**src/rtl/seq_restoring_divider.sv**
```systemverilog
// Multi-cycle restoring divider: one quotient bit per clock, start/done handshake, registered results.
// Optional macro DIVIDER_SIGNED_EN selects two's-complement operands around the same unsigned core.
module seq_restoring_divider #(
    parameter int WIDTH = 4
) (
    input  logic             clk,
    input  logic             rst,
    input  logic             start,
    input  logic [WIDTH-1:0] dividend,
    input  logic [WIDTH-1:0] divisor,
    output logic             busy,
    output logic             done,
    output logic [WIDTH-1:0] quotient,
    output logic [WIDTH-1:0] remainder,
    output logic             div_by_zero
);
    localparam int CW = $clog2(WIDTH);

    typedef enum logic [1:0] {S_IDLE, S_RUN, S_DONE} state_t;

    state_t           state_q;
    logic [WIDTH-1:0] dvd_q;
    logic [WIDTH-1:0] dvs_q;
    logic [WIDTH-1:0] rem_q;
    logic [WIDTH-1:0] quot_q;
    logic [CW-1:0]    cnt_q;
    logic             busy_q;
    logic             done_q;
    logic             dbz_q;
    logic [WIDTH-1:0] quotient_q;
    logic [WIDTH-1:0] remainder_q;

    logic [WIDTH:0]   r_shift;
    logic [WIDTH:0]   r_sub;
    logic             q_bit;
    logic [WIDTH-1:0] rem_d;
    logic [WIDTH-1:0] quot_d;
    logic [WIDTH-1:0] dvd_mag;
    logic [WIDTH-1:0] dvs_mag;
    logic [WIDTH-1:0] quot_res;
    logic [WIDTH-1:0] rem_res;

    // The partial remainder stays below the divisor, so its (WIDTH+1)-th bit is always
    // zero between iterations; only the shifted trial value needs the extra bit.
    assign r_shift = {rem_q, dvd_q[WIDTH-1]};
    assign r_sub   = r_shift - {1'b0, dvs_q};
    assign q_bit   = ~r_sub[WIDTH];
    assign rem_d   = q_bit ? r_sub[WIDTH-1:0] : r_shift[WIDTH-1:0];
    assign quot_d  = {quot_q[WIDTH-2:0], q_bit};

`ifdef DIVIDER_SIGNED_EN
    logic neg_n_q;
    logic neg_d_q;

    assign dvd_mag  = dividend[WIDTH-1] ? -dividend : dividend;
    assign dvs_mag  = divisor[WIDTH-1]  ? -divisor  : divisor;
    // Truncation toward zero: remainder follows the dividend's sign.
    assign quot_res = (neg_n_q ^ neg_d_q) ? -quot_d : quot_d;
    assign rem_res  = neg_n_q ? -rem_d : rem_d;
`else
    assign dvd_mag  = dividend;
    assign dvs_mag  = divisor;
    assign quot_res = quot_d;
    assign rem_res  = rem_d;
`endif

    always_ff @(posedge clk or posedge rst) begin
        if (rst) begin
            state_q     <= S_IDLE;
            dvd_q       <= '0;
            dvs_q       <= '0;
            rem_q       <= '0;
            quot_q      <= '0;
            cnt_q       <= '0;
            busy_q      <= 1'b0;
            done_q      <= 1'b0;
            dbz_q       <= 1'b0;
            quotient_q  <= '0;
            remainder_q <= '0;
`ifdef DIVIDER_SIGNED_EN
            neg_n_q     <= 1'b0;
            neg_d_q     <= 1'b0;
`endif
        end else begin
            case (state_q)
                S_RUN: begin
                    rem_q  <= rem_d;
                    quot_q <= quot_d;
                    dvd_q  <= {dvd_q[WIDTH-2:0], 1'b0};
                    cnt_q  <= cnt_q + CW'(1);
                    if (cnt_q == CW'(WIDTH - 1)) begin
                        state_q     <= S_DONE;
                        busy_q      <= 1'b0;
                        done_q      <= 1'b1;
                        quotient_q  <= quot_res;
                        remainder_q <= rem_res;
                        dbz_q       <= 1'b0;
                    end
                end
                default: begin
                    // IDLE and DONE both accept a new operation.
                    if (start) begin
                        dvd_q  <= dvd_mag;
                        dvs_q  <= dvs_mag;
                        rem_q  <= '0;
                        quot_q <= '0;
                        cnt_q  <= '0;
`ifdef DIVIDER_SIGNED_EN
                        neg_n_q <= dividend[WIDTH-1];
                        neg_d_q <= divisor[WIDTH-1];
`endif
                        if (divisor != '0) begin
                            state_q <= S_RUN;
                            busy_q  <= 1'b1;
                            done_q  <= 1'b0;
                        end else begin
                            state_q     <= S_DONE;
                            busy_q      <= 1'b0;
                            done_q      <= 1'b1;
                            quotient_q  <= '1;
                            remainder_q <= dividend;
                            dbz_q       <= 1'b1;
                        end
                    end else begin
                        state_q <= S_IDLE;
                        busy_q  <= 1'b0;
                        done_q  <= 1'b0;
                    end
                end
            endcase
        end
    end

    assign busy        = busy_q;
    assign done        = done_q;
    assign quotient    = quotient_q;
    assign remainder   = remainder_q;
    assign div_by_zero = dbz_q;

endmodule
```
**config.mk**
```make
export PLATFORM = sky130hd
export DESIGN_NAME = seq_restoring_divider
export DESIGN_NICKNAME = d
export VERILOG_FILES = /design/src/rtl/seq_restoring_divider.sv
export SDC_FILE = /design/constraint.sdc
export NUM_CORES = 1
export LEC_CHECK = 0
export CAP_MARGIN = 20
export CORE_MARGIN = 2
export CORE_UTILIZATION = 53
export DETAILED_ROUTE_END_ITERATION = 8
export PLACE_DENSITY = 0.78
export SYNTH_ARGS = -nofsm -noshare
export SYNTH_HDL_FRONTEND = slang
export SYNTH_SLANG_ARGS = --single-unit
```
**constraint.sdc**
```tcl
create_clock -name clk -period 2.5 [get_ports clk]
set_input_delay 0.75 -clock clk [delete_from_list [all_inputs] [get_ports clk]]
set_output_delay 0.75 -clock clk [all_outputs]
set_load 0.005 [all_outputs]
```
==> results of run 1 <==
## cell usage after synthesis, types with 2 or more instances
cell	count	area, um^2
mux2_2	4	45.04
mux2i_1	6	60.06
a21oi_1	5	25.02
nand2_1	19	71.32
nor2_1	11	41.29
a211o_1	3	26.28
a211oi_1	2	15.01
ha_1	5	62.56
o21ai_0	10	50.05
nand3_1	5	25.02
clkbuf_8	2	27.53
nor3_1	2	10.01
nand3b_1	4	30.03
a21oi_2	2	17.52
inv_1	7	26.28
buf_4	2	15.01
buf_6	2	22.52
a31oi_1	2	12.51
dfrtp_1	28	700.7
or3_1	5	31.28
a21boi_2	2	22.52
## kinds of logic after synthesis
logic type	after synthesis	share of synthesized area (%)
compound gates	31	14.78
xor+xnor	3	2.243
simple gates	52	17.61
mux	10	6.977
flops	28	46.51
buf+inv	14	6.395
fa+ha+maj	6	5.482
## cell type report
| class | count | area, um^2 |
|---|---|---|
| multi-input combinational | 102 | 709.4 |
| inverter | 7 | 26.28 |
| timing repair buffer | 25 | 240.2 |
| clock buffer | 4 | 36.28 |
| fill | 221 | 982.2 |
| tap | 31 | 38.79 |
| sequential | 28 | 700.7 |
## layer usage
| metal | wire length [um] | vias to the layer above | global-route usage, % |
|---|---|---|---|
| met5 | 0 | - | 0 |
| met4 | 62 | 0 | 9.302 |
| met3 | 129 | 5 | 2.268 |
| met2 | 1505 | 34 | 32.51 |
| met1 | 1357 | 548 | 29.10 |
| li1 | - | 542 | - |
## worst reg2reg max path: cells and delay by family, from the launching register on
family	cells	cell delay, ns
simple gates	2	0.48
compound gates	2	0.45
buf+inv	1	0.07
flops	1	0.39
xor+xnor	1	0.15
fa+ha+maj	2	0.65
## worst max path at each step
stage,to,depth (start not counted),startpoint,slack [ns]
6_report,rem_q[3],8,dvd_q[3],0.25
5_1_grt,rem_q[3],8,dvd_q[3],0.06
4_1_cts,rem_q[3],8,dvd_q[3],0.24
3_5_place_dp,remainder[2],7,divisor[3],0.17
3_3_place_gp,remainder[1],7,divisor[3],0.24
2_1_floorplan,rem_q[3],8,dvd_q[3],0.50
## power groups by stage
stage               Clock, mW  Combinational [mW]  Sequential [mW]
detailed placement          0                1.33            0.834
CTS                     0.235                1.33            0.823
finish                  0.227                1.32            0.825
global route            0.247                1.47            0.856
floorplan                   0                1.03            0.787
global placement            0                1.25            0.824
## state kept, by name, summed over array words and instances, names as in the netlist
signal	count
rem_q	4
remainder	4
state_q	2
quotient	4
dvs_q	4
dvd_q	4
cnt_q	2
quot_q	3
div_by_zero	1
==> reports/qor.txt, run 1 <==
status = finished, final reports clean
clock share of power = 9.6%
commonest cells after routing, fill and taps aside = dfrtp_1, clkdlybuf4s50_1, nand2_1, nor2_1, o21ai_0
post-layout util = 64.07%
worst hold path depth = 2
Total Neg Setup Slack = 0 ns
synthesized instance count = 144
Post-DP HPWL = 2322 um
DR iter-0 viols = 54
RSZ-0062 raised after global routing = false
Post-synth EDFFs = 0
Fin Hold WS = 0.5110 ns
DR vias = 1129
Max stage delay cell, worst path = fa_1
initial core utilization = 55.10%
synth warn = 0
asr flop ratio synth = 100.0%
share of power burned in combinational logic = 55.6%
post-detailed-route count of antenna-violating nets = 0
highest clock rate = 443.9 MHz
CTS tree = yes
crit end category = flop
synth unique cells = 37
share of post-route cells with drive strength above 1 = 13.86%
number of global-route vias before repair = 1148
pwr dens = 1352 nW/um^2
Critical Path, Cell by Cell = inv_1 -> ha_1 -> fa_1 -> nand2b_2 -> a21oi_4 -> xor2_2 -> or2b_1 -> a31oi_1
PortBufs = 21
nets = 184
Period minus WS final = 2.253 ns
maxcap violations = 0
grt ovf = 0
max-slew violations = 0
largest net degree at the start of global routing = 29
Critical Path AT = 2.53 ns
DP Worst Slack = 0.1675 ns
Reg2Reg Depth = 8
leading cell type in the layout, fill and taps excluded = dfrtp_1
placed cell count = 193
Num CTS Buffers = 3
final hold vios = 0
Post-CTS Setup Repair Bufs = 0
Worst slew margin = 59.17%
Finished Layout Cells = 197
P_int = 1.391 mW
fin area = 1752 um^2
cts hold-fix bufs = 0
Die W = 57.32 um
Final Setup Violations = 0
number of antenna diodes = 0
Crit Reg-Reg Startpoint = dvd_q[3]
Post-Route WL = 3055 um
Layout area overhead = 16.28%
CP Data Required Time = 2.77 ns
Placed Area = 1715 um^2
Min-Delay Path Class = reg -> reg
Post-Syn Nets = 161
core area = 2734 um^2
Worst path top cell family by delay = adder cells
Buf+Inv Stages, Crit Path = 1
Worst-Margin Slew = 0.6124 ns
CP startpoint kind = flop
max incr delay on CP = 0.41 ns
I/O pins = 22
Final Skew = 0.001964 ns
Seq/Total Area, Yosys = 46.51%
#FFs+latches synth = 28
drt wl/cell = 15.51 um
Post-Syn Area = 1506 um^2
First-pass DRT Iterations = 4
WS Path Type = reg -> reg
P_sw = 0.9769 mW
worst skew pair latency = 0.34 ns
Longest Clk Path Bufs = 2
switch share = 41.26%
fin crit share = 90.10%
Reg-to-Reg End = rem_q[3]
Worst Hold Launch = div_by_zero
peak supply drop = 0.8804 mV
Avg Synthesized Cell Area = 10.46 um^2
Die H = 57.32 um
Final WS setup = 0.2474 ns
initial antenna violation count = 0
CP Max Fanout = 7
Main synth FF type = dfrtp_1
post_cts resized = 0
H-tree lvl count = 1
first-pass GRT wire length = 5175 um
Placer Congestion = 0.7564
Power, Total = 2.368 mW
# clock sinks = 28
Die Area = 3285 um^2
hold path endpoint = div_by_zero
row count = 19
clock slew at reported path FFs = 0.15 ns
Root Driver = clkbuf_4
leakage = 0.7713 nW
worst reg-to-reg setup slack = 0.25 ns
drt via density = 5.731
Total GRT Usage = 20.68%
sequential power share = 34.9%
DRC viols = 0
No activity file was read; power rests on OpenSTA's default activity.
==> run 2: changes to the inputs <==
--- a/config.mk
+++ b/config.mk
@@ -10,6 +10,7 @@
 export CORE_UTILIZATION = 53
 export DETAILED_ROUTE_END_ITERATION = 8
 export PLACE_DENSITY = 0.78
+export SKIP_LAST_GASP = 1
 export SYNTH_ARGS = -nofsm -noshare
 export SYNTH_HDL_FRONTEND = slang
 export SYNTH_SLANG_ARGS = --single-unit
==> results of run 2 <==
No change in the layout: final DEF, timing and power equal those of run 1.
==> run 3: changes to the inputs <==
--- a/config.mk
+++ b/config.mk
@@ -6,10 +6,11 @@
 export NUM_CORES = 1
 export LEC_CHECK = 0
 export CAP_MARGIN = 20
-export CORE_MARGIN = 2
-export CORE_UTILIZATION = 53
+export CELL_PAD_IN_SITES_DETAIL_PLACEMENT = 1
+export CELL_PAD_IN_SITES_GLOBAL_PLACEMENT = 2
+export CORE_UTILIZATION = 34
 export DETAILED_ROUTE_END_ITERATION = 8
-export PLACE_DENSITY = 0.78
+export PLACE_DENSITY_LB_ADDON = 0.1
 export SKIP_LAST_GASP = 1
 export SYNTH_ARGS = -nofsm -noshare
 export SYNTH_HDL_FRONTEND = slang
==> constraint.sdc (replaced) <==
create_clock -name clk -period 2.35 [get_ports clk]
set_input_delay 0.705 -clock clk [delete_from_list [all_inputs] [get_ports clk]]
set_output_delay 0.705 -clock clk [all_outputs]
set_load 0.005 [all_outputs]
==> run 3 against run 2 <==
Non-clock buffer count increased by 2. Critical path depth increased by 1. Sequential power increased by 8.5%. Worst hold slack got worse by 0.0088 ns. Cell area increased by 6.7%. Register-to-register slack got worse by 0.08 ns. First-iteration DRC count decreased by 63%. Largest power group unchanged. Clock skew increased by 0.0034 ns. Combinational power increased by 20%. Cell count increased by 11%. Highest routed layer unchanged. Global-route usage decreased by 2.9 points.
==> reports/qor.txt, run 3 (synthesis results as in run 1) <==
H-tree lvl count = 1 (unchanged)
peak supply drop = 0.3835 mV (-56%)
post-layout util = 45.42% (-19 points)
Die Area = 4701 um^2 (+43%)
Max stage delay cell, worst path = dfrtp_1
Worst-Margin Slew = 0.5470 ns (-0.06545 ns)
status = finished, final reports clean
Post-DP HPWL = 2695 um (+16%)
CP startpoint kind = flop
First-pass DRT Iterations = 4 (unchanged)
Buf+Inv Stages, Crit Path = 2 (+1)
Min-Delay Path Class = reg -> reg
number of antenna diodes = 0 (unchanged)
initial antenna violation count = 0 (unchanged)
Crit Reg-Reg Startpoint = dvd_q[3]
hold path endpoint = quotient[3]
Num CTS Buffers = 3 (unchanged)
WS Path Type = reg -> reg
max-slew violations = 0 (unchanged)
Reg-to-Reg End = rem_q[3]
Final Skew = 0.005327 ns (+0.003363 ns)
number of global-route vias before repair = 1221 (+6.4%)
commonest cells after routing, fill and taps aside = dfrtp_1, clkdlybuf4s50_1, nand2_1, nor2_1, o21ai_0
DR iter-0 viols = 20 (-63%)
largest net degree at the start of global routing = 29 (unchanged)
CTS tree = yes
DR vias = 1144 (+1.3%)
leakage = 0.8051 nW (+4.4%)
maxcap violations = 0 (unchanged)
Worst Hold Launch = quotient[3]
max incr delay on CP = 0.39 ns (-0.02 ns)
pwr dens = 1537 nW/um^2 (+14%)
initial core utilization = 36.61% (-18 points)
worst skew pair latency = 0.28 ns (-0.06 ns)
final hold vios = 0 (unchanged)
nets = 186 (+1.1%)
crit end category = flop
Placer Congestion = 0.8250 (+9.1%)
drt wl/cell = 16.61 um (+7.1%)
leading cell type in the layout, fill and taps excluded = dfrtp_1
grt ovf = 0 (unchanged)
Total Neg Setup Slack = 0 ns (unchanged)
fin crit share = 92.89% (+2.8 points)
Layout area overhead = 24.09%
I/O pins = 22 (unchanged)
CP Data Required Time = 2.55 ns (-0.22 ns)
clock slew at reported path FFs = 0.10 ns (-0.05 ns)
Critical Path AT = 2.38 ns (-0.15 ns)
worst hold path depth = 1 (-1)
worst reg-to-reg setup slack = 0.17 ns (-0.08 ns)
Die H = 68.57 um (+20%)
Period minus WS final = 2.183 ns (-0.06963 ns)
Critical Path, Cell by Cell = inv_1 -> ha_1 -> fa_2 -> nand2b_2 -> a21oi_4 -> buf_12 -> xor2_4 -> or2b_1 -> a31oi_1
cts hold-fix bufs = 0 (unchanged)
Final WS setup = 0.1670 ns (-0.08037 ns)
DP Worst Slack = 0.07188 ns (-0.09558 ns)
highest clock rate = 458.1 MHz (+3.2%)
# clock sinks = 28 (unchanged)
drt via density = 5.248 (-8.4%)
Die W = 68.57 um (+20%)
placed cell count = 212 (+9.8%)
RSZ-0062 raised after global routing = false
Total GRT Usage = 17.77% (-2.9 points)
Reg2Reg Depth = 9 (+1)
Final Setup Violations = 0 (unchanged)
Post-Route WL = 3620 um (+18%)
core area = 4115 um^2 (+51%)
Root Driver = clkbuf_8
first-pass GRT wire length = 5954 um (+15%)
CP Max Fanout = 7 (unchanged)
PortBufs = 21 (unchanged)
Worst slew margin = 63.54% (+4.4 points)
Worst path top cell family by delay = adder cells
Longest Clk Path Bufs = 2 (unchanged)
Finished Layout Cells = 218 (+11%)
row count = 23 (+4)
DRC viols = 0 (unchanged)
share of post-route cells with drive strength above 1 = 16.07% (+2.2 points)
post-detailed-route count of antenna-violating nets = 0 (unchanged)
-- run 3: report_power, final --
group | total (mW) | switching (mW) | internal (mW)
clock network | 0.386 | 0.158 | 0.228
logic | 1.59 | 0.789 | 0.804
registers | 0.895 | 0.191 | 0.704
-- run 3: repair_timing --
action | CTS | global route
resized for setup | 0 | 3
setup endpoints to repair | 0 | 4
buffers inserted | 0 | 2
-- run 3: through the flow --
stage	hold slack [ns]	cell area, um^2	total power, mW
3_3_place_gp	0.4656	1752	2.267
3_5_place_dp	0.4828	1752	2.351
6_report	0.5022	1869	2.874
2_1_floorplan	0.4478	1506	1.931
4_1_cts	0.5091	1823	2.745
5_1_grt	0.5317	1869	3.136
-- run 3: how the worst max path moves through the flow --
stage	start	end	slack, ns	cells after the start
after detailed placement	dvd_q[3]	remainder[3]	0.07	8
after global routing	dvd_q[3]	remainder[2]	0.04	9
final	dvd_q[3]	rem_q[3]	0.17	9
after floorplan	dvd_q[3]	rem_q[3]	0.35	8
after global placement	dvd_q[3]	rem_q[3]	0.13	8
after CTS	dvd_q[3]	rem_q[3]	0.05	8
-- run 3: layout make-up --
type,instances,area [um^2]
inverters,7,26.28
flip-flops and latches,28,700.7
multi-input cells,102,728.2
repair buffers,27,280.3
clock inverters,1,30.03
fillers,459,2246
clock buffers,3,41.29
well taps,50,62.56
-- run 3: per-layer routing --
metal	vias to the layer above	global-route usage (%)	share of wire, %
met2	25	30.39	50
li1	546	-	-
met4	0	6.250	1.1
met1	569	22.89	45
met5	-	0	0
met3	4	2.303	3.7
